### src/rtl/reg_read_stage_pkg.sv
// Shared processor constants for the decode/register-read stage.
package reg_read_stage_pkg;
  localparam int DATA_W_DEF = 32;
  localparam int ADDR_W_DEF = 5;
  localparam int ZERO_REG   = 0;
endpackage

### src/rtl/reg_file_32x32.sv
// Register array with one write port and two combinational read ports that
// bypass a same-cycle write; register 0 is hardwired to zero.
module reg_file_32x32
  import reg_read_stage_pkg::*;
#(
  parameter int DATA_W = DATA_W_DEF,
  parameter int ADDR_W = ADDR_W_DEF
) (
  input  logic              clk,
  input  logic              rst_n,
  input  logic              wr_en,
  input  logic [ADDR_W-1:0] wr_addr,
  input  logic [DATA_W-1:0] wr_data,
  input  logic [ADDR_W-1:0] ra_addr,
  input  logic [ADDR_W-1:0] rb_addr,
  output logic [DATA_W-1:0] ra_data,
  output logic [DATA_W-1:0] rb_data
);
  localparam int NREGS = 2**ADDR_W;
  localparam logic [ADDR_W-1:0] ZERO_IDX = ADDR_W'(ZERO_REG);

  logic [NREGS-1:0][DATA_W-1:0] mem_q;
  logic                         wr_ok;

  assign wr_ok = wr_en && (wr_addr != ZERO_IDX);

  // Entry 0 is cleared by reset and never written, so it always reads 0.
  always_ff @(posedge clk or negedge rst_n) begin
    if (!rst_n)     mem_q <= '0;
    else if (wr_ok) mem_q[wr_addr] <= wr_data;
  end

  assign ra_data = (wr_ok && wr_addr == ra_addr) ? wr_data : mem_q[ra_addr];
  assign rb_data = (wr_ok && wr_addr == rb_addr) ? wr_data : mem_q[rb_addr];
endmodule

### src/rtl/reg_read_stage.sv
// Register-read stage: register file plus the ID/EX pipeline register with
// flush, stall hold and stall-time operand refresh from writeback.
module reg_read_stage
  import reg_read_stage_pkg::*;
#(
  parameter int DATA_W = DATA_W_DEF,
  parameter int ADDR_W = ADDR_W_DEF
) (
  input  logic              clk,
  input  logic              rst_n,
  input  logic              in_valid,
  input  logic [ADDR_W-1:0] rs_addr,
  input  logic [ADDR_W-1:0] rt_addr,
  input  logic              wr_en,
  input  logic [ADDR_W-1:0] wr_addr,
  input  logic [DATA_W-1:0] wr_data,
  input  logic              stall,
  input  logic              flush,
  output logic              out_valid,
  output logic [DATA_W-1:0] out_rs_data,
  output logic [DATA_W-1:0] out_rt_data,
  output logic [ADDR_W-1:0] out_rs_addr,
  output logic [ADDR_W-1:0] out_rt_addr
);
  localparam logic [ADDR_W-1:0] ZERO_IDX = ADDR_W'(ZERO_REG);

  logic [DATA_W-1:0] rs_rd, rt_rd;
  logic              valid_q, valid_d;
  logic [DATA_W-1:0] rs_data_q, rs_data_d, rt_data_q, rt_data_d;
  logic [ADDR_W-1:0] rs_addr_q, rs_addr_d, rt_addr_q, rt_addr_d;

  reg_file_32x32 #(.DATA_W(DATA_W), .ADDR_W(ADDR_W)) u_rf (
    .clk     (clk),
    .rst_n   (rst_n),
    .wr_en   (wr_en),
    .wr_addr (wr_addr),
    .wr_data (wr_data),
    .ra_addr (rs_addr),
    .rb_addr (rt_addr),
    .ra_data (rs_rd),
    .rb_data (rt_rd)
  );

  always_comb begin
    valid_d   = valid_q;
    rs_data_d = rs_data_q;
    rt_data_d = rt_data_q;
    rs_addr_d = rs_addr_q;
    rt_addr_d = rt_addr_q;
    if (flush) begin
      valid_d   = 1'b0;
      rs_data_d = '0;
      rt_data_d = '0;
      rs_addr_d = '0;
      rt_addr_d = '0;
    end else if (stall) begin
      // A held entry snoops writeback so it never carries a stale operand.
      if (wr_en && wr_addr == rs_addr_q && rs_addr_q != ZERO_IDX) rs_data_d = wr_data;
      if (wr_en && wr_addr == rt_addr_q && rt_addr_q != ZERO_IDX) rt_data_d = wr_data;
    end else begin
      valid_d   = in_valid;
      rs_data_d = rs_rd;
      rt_data_d = rt_rd;
      rs_addr_d = rs_addr;
      rt_addr_d = rt_addr;
    end
  end

  always_ff @(posedge clk or negedge rst_n) begin
    if (!rst_n) begin
      valid_q   <= 1'b0;
      rs_data_q <= '0;
      rt_data_q <= '0;
      rs_addr_q <= '0;
      rt_addr_q <= '0;
    end else begin
      valid_q   <= valid_d;
      rs_data_q <= rs_data_d;
      rt_data_q <= rt_data_d;
      rs_addr_q <= rs_addr_d;
      rt_addr_q <= rt_addr_d;
    end
  end

  assign out_valid   = valid_q;
  assign out_rs_data = rs_data_q;
  assign out_rt_data = rt_data_q;
  assign out_rs_addr = rs_addr_q;
  assign out_rt_addr = rt_addr_q;
endmodule

### config.mk
export PLATFORM = sky130hd
export DESIGN_NAME = reg_read_stage
export DESIGN_NICKNAME = d
export VERILOG_FILES = /design/src/rtl/reg_read_stage_pkg.sv /design/src/rtl/reg_file_32x32.sv /design/src/rtl/reg_read_stage.sv
export SDC_FILE = /design/constraint.sdc
export NUM_CORES = 2
export LEC_CHECK = 0
export BUFFER_PORTS_ARGS = -buffer_cell sky130_fd_sc_hd__buf_2
export CAP_MARGIN = 10
export CORE_MARGIN = 2
export CORE_UTILIZATION = 40
export CTS_CLUSTER_SIZE = 8
export DETAILED_ROUTE_END_ITERATION = 12
export GPL_ROUTABILITY_DRIVEN = 0
export PLACE_DENSITY = 0.58
export SYNTH_ARGS = -nofsm -noshare
export SYNTH_HDL_FRONTEND = slang
export SYNTH_SLANG_ARGS = --single-unit
### constraint.sdc
create_clock -name clk -period 1.56 [get_ports clk]
set_input_delay 0.312 -clock clk [delete_from_list [all_inputs] [get_ports clk]]
set_output_delay 0.312 -clock clk [all_outputs]
set_load 0.03 [all_outputs]
==> summary.md <==
| Metric | Value |
|---|---|
| Status | complete, but fails checks |
| Failing checks | negative setup slack |
| Remaining Overflow, GRT | 0 |
| Yosys warns | 0 |
| Psw | roughly 25,000 uW |
| Post-Layout Cell Count | roughly 7.4k |
| Initial DRC count | between 4k and 5k |
| Fraction of layout cells with a size suffix above 1 | between 30 and 40% |
| Worst rel slew slack | ~64% |
| CTS buffer count | about 160 |
| Top post-synthesis cells by area | dfrtp_1 (49%), mux4_2 (10%), mux2i_1 (9.3%) |
| Power per cell area | between 1000 and 1500 nW/um2 |
| Net Sw Frac | between 20 and 30% |
| Critical Path End Type | flop |
| Multi-input logic area | around 28,000 um2 |
| Post-DRT Antenna Nets | 0 |
| Share of the synthesized area in the top cell type | 48.6% |
| Mapped Area | 56,600 um2 |
| CP max-delay cell | dfrtp_2 |
| Worst-margin pin slew | 0.534 ns |
| Drc violations | 0 |
| Avg Vias per Cell | ~6.1 |
| Commonest non-fill, non-tap cell in the layout | dfrtp_1 |
| Worst hold slack | 0.0441 ns |
| Vias in the first global route | between 40k and 50k |
| Fin crit period | 1.89 ns |
| CTS tree | built |
| Die area | roughly 140,000 um2 |
| Most frequent cells in the layout | dfrtp_1 (1,058), nand2_1 (805), o21ai_0 (608) |
| Net Count, Synth | ~5.1k |
| Crit start category | flop |
| Clock-pin slew on the worst setup and hold paths | around 0.05 ns |
| Core Area | between 100,000 and 150,000 um2 |
| Num ports | 128 |
| Vias post-DR | 45.2k |
| CP Max Fanout | 20 |
| Sequential fraction of the synthesis area | about 49% |
| Initial antenna violation count | 2 |
| Gr usage total | a little under 30% |
| Die height | 380 um |
| WL per Instance | 29.0 um |
| Req. time, crit path | about 2.2 ns |
| WL final | roughly 220,000 um |
| Row count | around 140 |
| Dpl cells | ~7k |
| Placed cell area | between 60,000 and 70,000 um2 |
| Hold Crit Class | input port to flop |
| HPWL after DPL | approximately 140,000 um |
| Fillers | 12.3k |
| PnR worst setup slack | -0.332 ns |
| Fmax achieved | 529 MHz |
| Post-synthesis cell type count | 44 |
| Ys async rst share | 100% |
| Crit path buf inv count | 2 |
| Clk pwr share | between 30% and 40% |
| Ys flop type | dfrtp_1 |
| Post-synth EDFFs | 0 |
| Core Util, Final | about half |
| Area grow syn2layout | 27.3% |
| Dominant cell type by area after synthesis | dfrtp_1 |
| Gate power share | around 20% |
| Reg area | approximately 28,000 um2 |
| Final instance area | roughly 70,000 um2 |
| VDD IR max | roughly 1.2 mV |
| Crit path largest cell delay | about 0.40 ns |
| Family with the most delay on the worst path | compound AO/OA/AOI/OAI gates |
| Initial Utilization | 40.2% |
| Largest net degree at the start of global routing | 56 |
| Mean Syn Cell Area | about 11 um2 |
| Syn Inst Count | 5,054 |
| RSZ-0062 raised after global routing | yes |
| Internal | a little over 60,000 uW |
| H-tree Lvls | 4 |
| Final net count | between 5k and 6k |
| Worst-skew pair later-pin latency | around 0.8 ns |
| Global-route wire length before repair | between 300,000 and 400,000 um |
| Sequential share of power | between 40% and 50% |
| Synthesis-stage register bit count | about 1.1k |
| Most common cell on crit path | buf_12 |
| WS Path Type | flop to flop |
| Final Max Tran Viols | 0 |
| Worst Path Arrival | approximately 2.6 ns |
| Initial DRT Pass Iterations | 6 |
| Input/output buffers | 127 |
| Critical-path cell list | xor2_1, nor3_2, a41oi_4, buf_12, buf_12, nor2_1, a221o_1 |
| Fin. Hold Viols | 0 |
| Clock skew | just under 0.03 ns |
| Number of max-cap violations | 0 |
| Final Cycle Share | 121% |
| P_leak | about 0.033 uW |
| Root buf cell | clkbuf_16 |
| CTS Buffer Depth | 3 |
| Num Clock Sinks | between 1k and 1.5k |
| Die extent in x | 380 um |
| Setup Viol. Count Final | 139 |
## cell usage after synthesis (2+ instances only)
cell       number
a41oi_1        33
o21ai_1         2
o21ai_0       608
and3_1          2
nor3_1          4
or2_2           4
buf_4           5
nand3_1       131
clkbuf_1      328
a22oi_1       256
mux2i_1       523
buf_2         181
nor2b_1         4
a21oi_1       128
a21o_1         32
nor2_1         64
and2_1          2
nand2_2        12
xor2_1          8
buf_1          11
nand2b_1        4
mux4_2        256
buf_6           3
nand2_1       842
mux2_2        384
xnor2_1        11
nand4b_2        3
nand3b_1        3
o2111ai_1      32
nor3b_1         3
dfrtp_1      1099
a221o_1        32
inv_1          33
## cell families after synthesis
family | count (synthesis) | synth area share, %
AND/OR/NAND/NOR | 1082 | 7.73
flip-flops | 1099 | 48.6
multiplexers | 1163 | 27.1
AO/OA/AOI/OAI | 1130 | 12.1
XOR/XNOR | 19 | 0.294
buffers and inverters | 561 | 4.20
## what timing repair did
item | CTS | global route
pin swaps | 55 | 12
cloned | 6 | 0
resized for setup | 279 | 31
endpoints found under the setup margin | 139 | 139
hold buffers | 38 | 0
hold endpoints to repair | 1032 | 0
setup buffers | 30 | 21
## worst register-to-register path, stage by stage (launching register included)
cell     delay, ns
dfrtp_2       0.40
xor2_1        0.20
nor3_2        0.10
a41oi_4       0.25
buf_12        0.21
buf_12        0.20
nor2_1        0.09
a221o_1       0.31
## cell type report
type                    count  share of cell area, %
well taps                1890                   3.28
clock buffers             165                   5.60
flip-flops and latches   1099                   38.3
diodes                      1                0.00347
repair buffers            843                   13.5
clock inverters            10                  0.241
inverters                  33                  0.172
multi-input cells        3394                   38.9
## power by group through the flow
stage                     registers (uW)  logic [uW]  clock network (uW)
after floorplan                    37000       11000                   0
after global placement             37900       16300                   0
after detailed placement           38000       16700                   0
after CTS                          37700       17300               31300
after global routing               38500       19000               32400
final                              37900       17500               30800
## per-layer routing
layer | up-vias | GRT usage, % | part of all wire [%]
met2 | 2185 | 45.4 | 45
li1 | 19200 | - | -
met3 | 456 | 6.08 | 8.6
met1 | 23300 | 42.1 | 43
met5 | - | 0 | 0.013
met4 | 4 | 11.2 | 4.0
## final timing paths
path,startpoint,end,slack [ns],cells after the start
worst max-delay path,out_rt_addr[0],out_rt_data[9],-0.33,7
worst min-delay path,wr_data[10],u_rf.mem_q[426],0.04,2
worst max register to register,out_rt_addr[0],out_rt_data[9],-0.33,7
worst min register to register,u_rf.mem_q[2],u_rf.mem_q[2],0.39,0
max in group asynchronous,rst_n,out_rs_data[20],0.64,3
min in group asynchronous,rst_n,u_rf.mem_q[752],0.05,2
## state kept, by name, indices dropped and copies added (netlist names)
name	cells
out_rt_data	32
u_rf.mem_q	1024
out_rt_addr	5
out_rs_data	32
out_valid	1
out_rs_addr	5
## through the flow
| stage | setup TNS, ns | total power, uW | setup WS, ns |
|---|---|---|---|
| after global placement | -375.34 | 54200 | -0.576 |
| after CTS | -27.90 | 86300 | -0.303 |
| after floorplan | -92.73 | 48000 | -0.326 |
| after global routing | -30.72 | 89900 | -0.383 |
| final | -24.48 | 86200 | -0.332 |
| after detailed placement | -384.92 | 54700 | -0.586 |
Power figures use the tool's default switching activity.
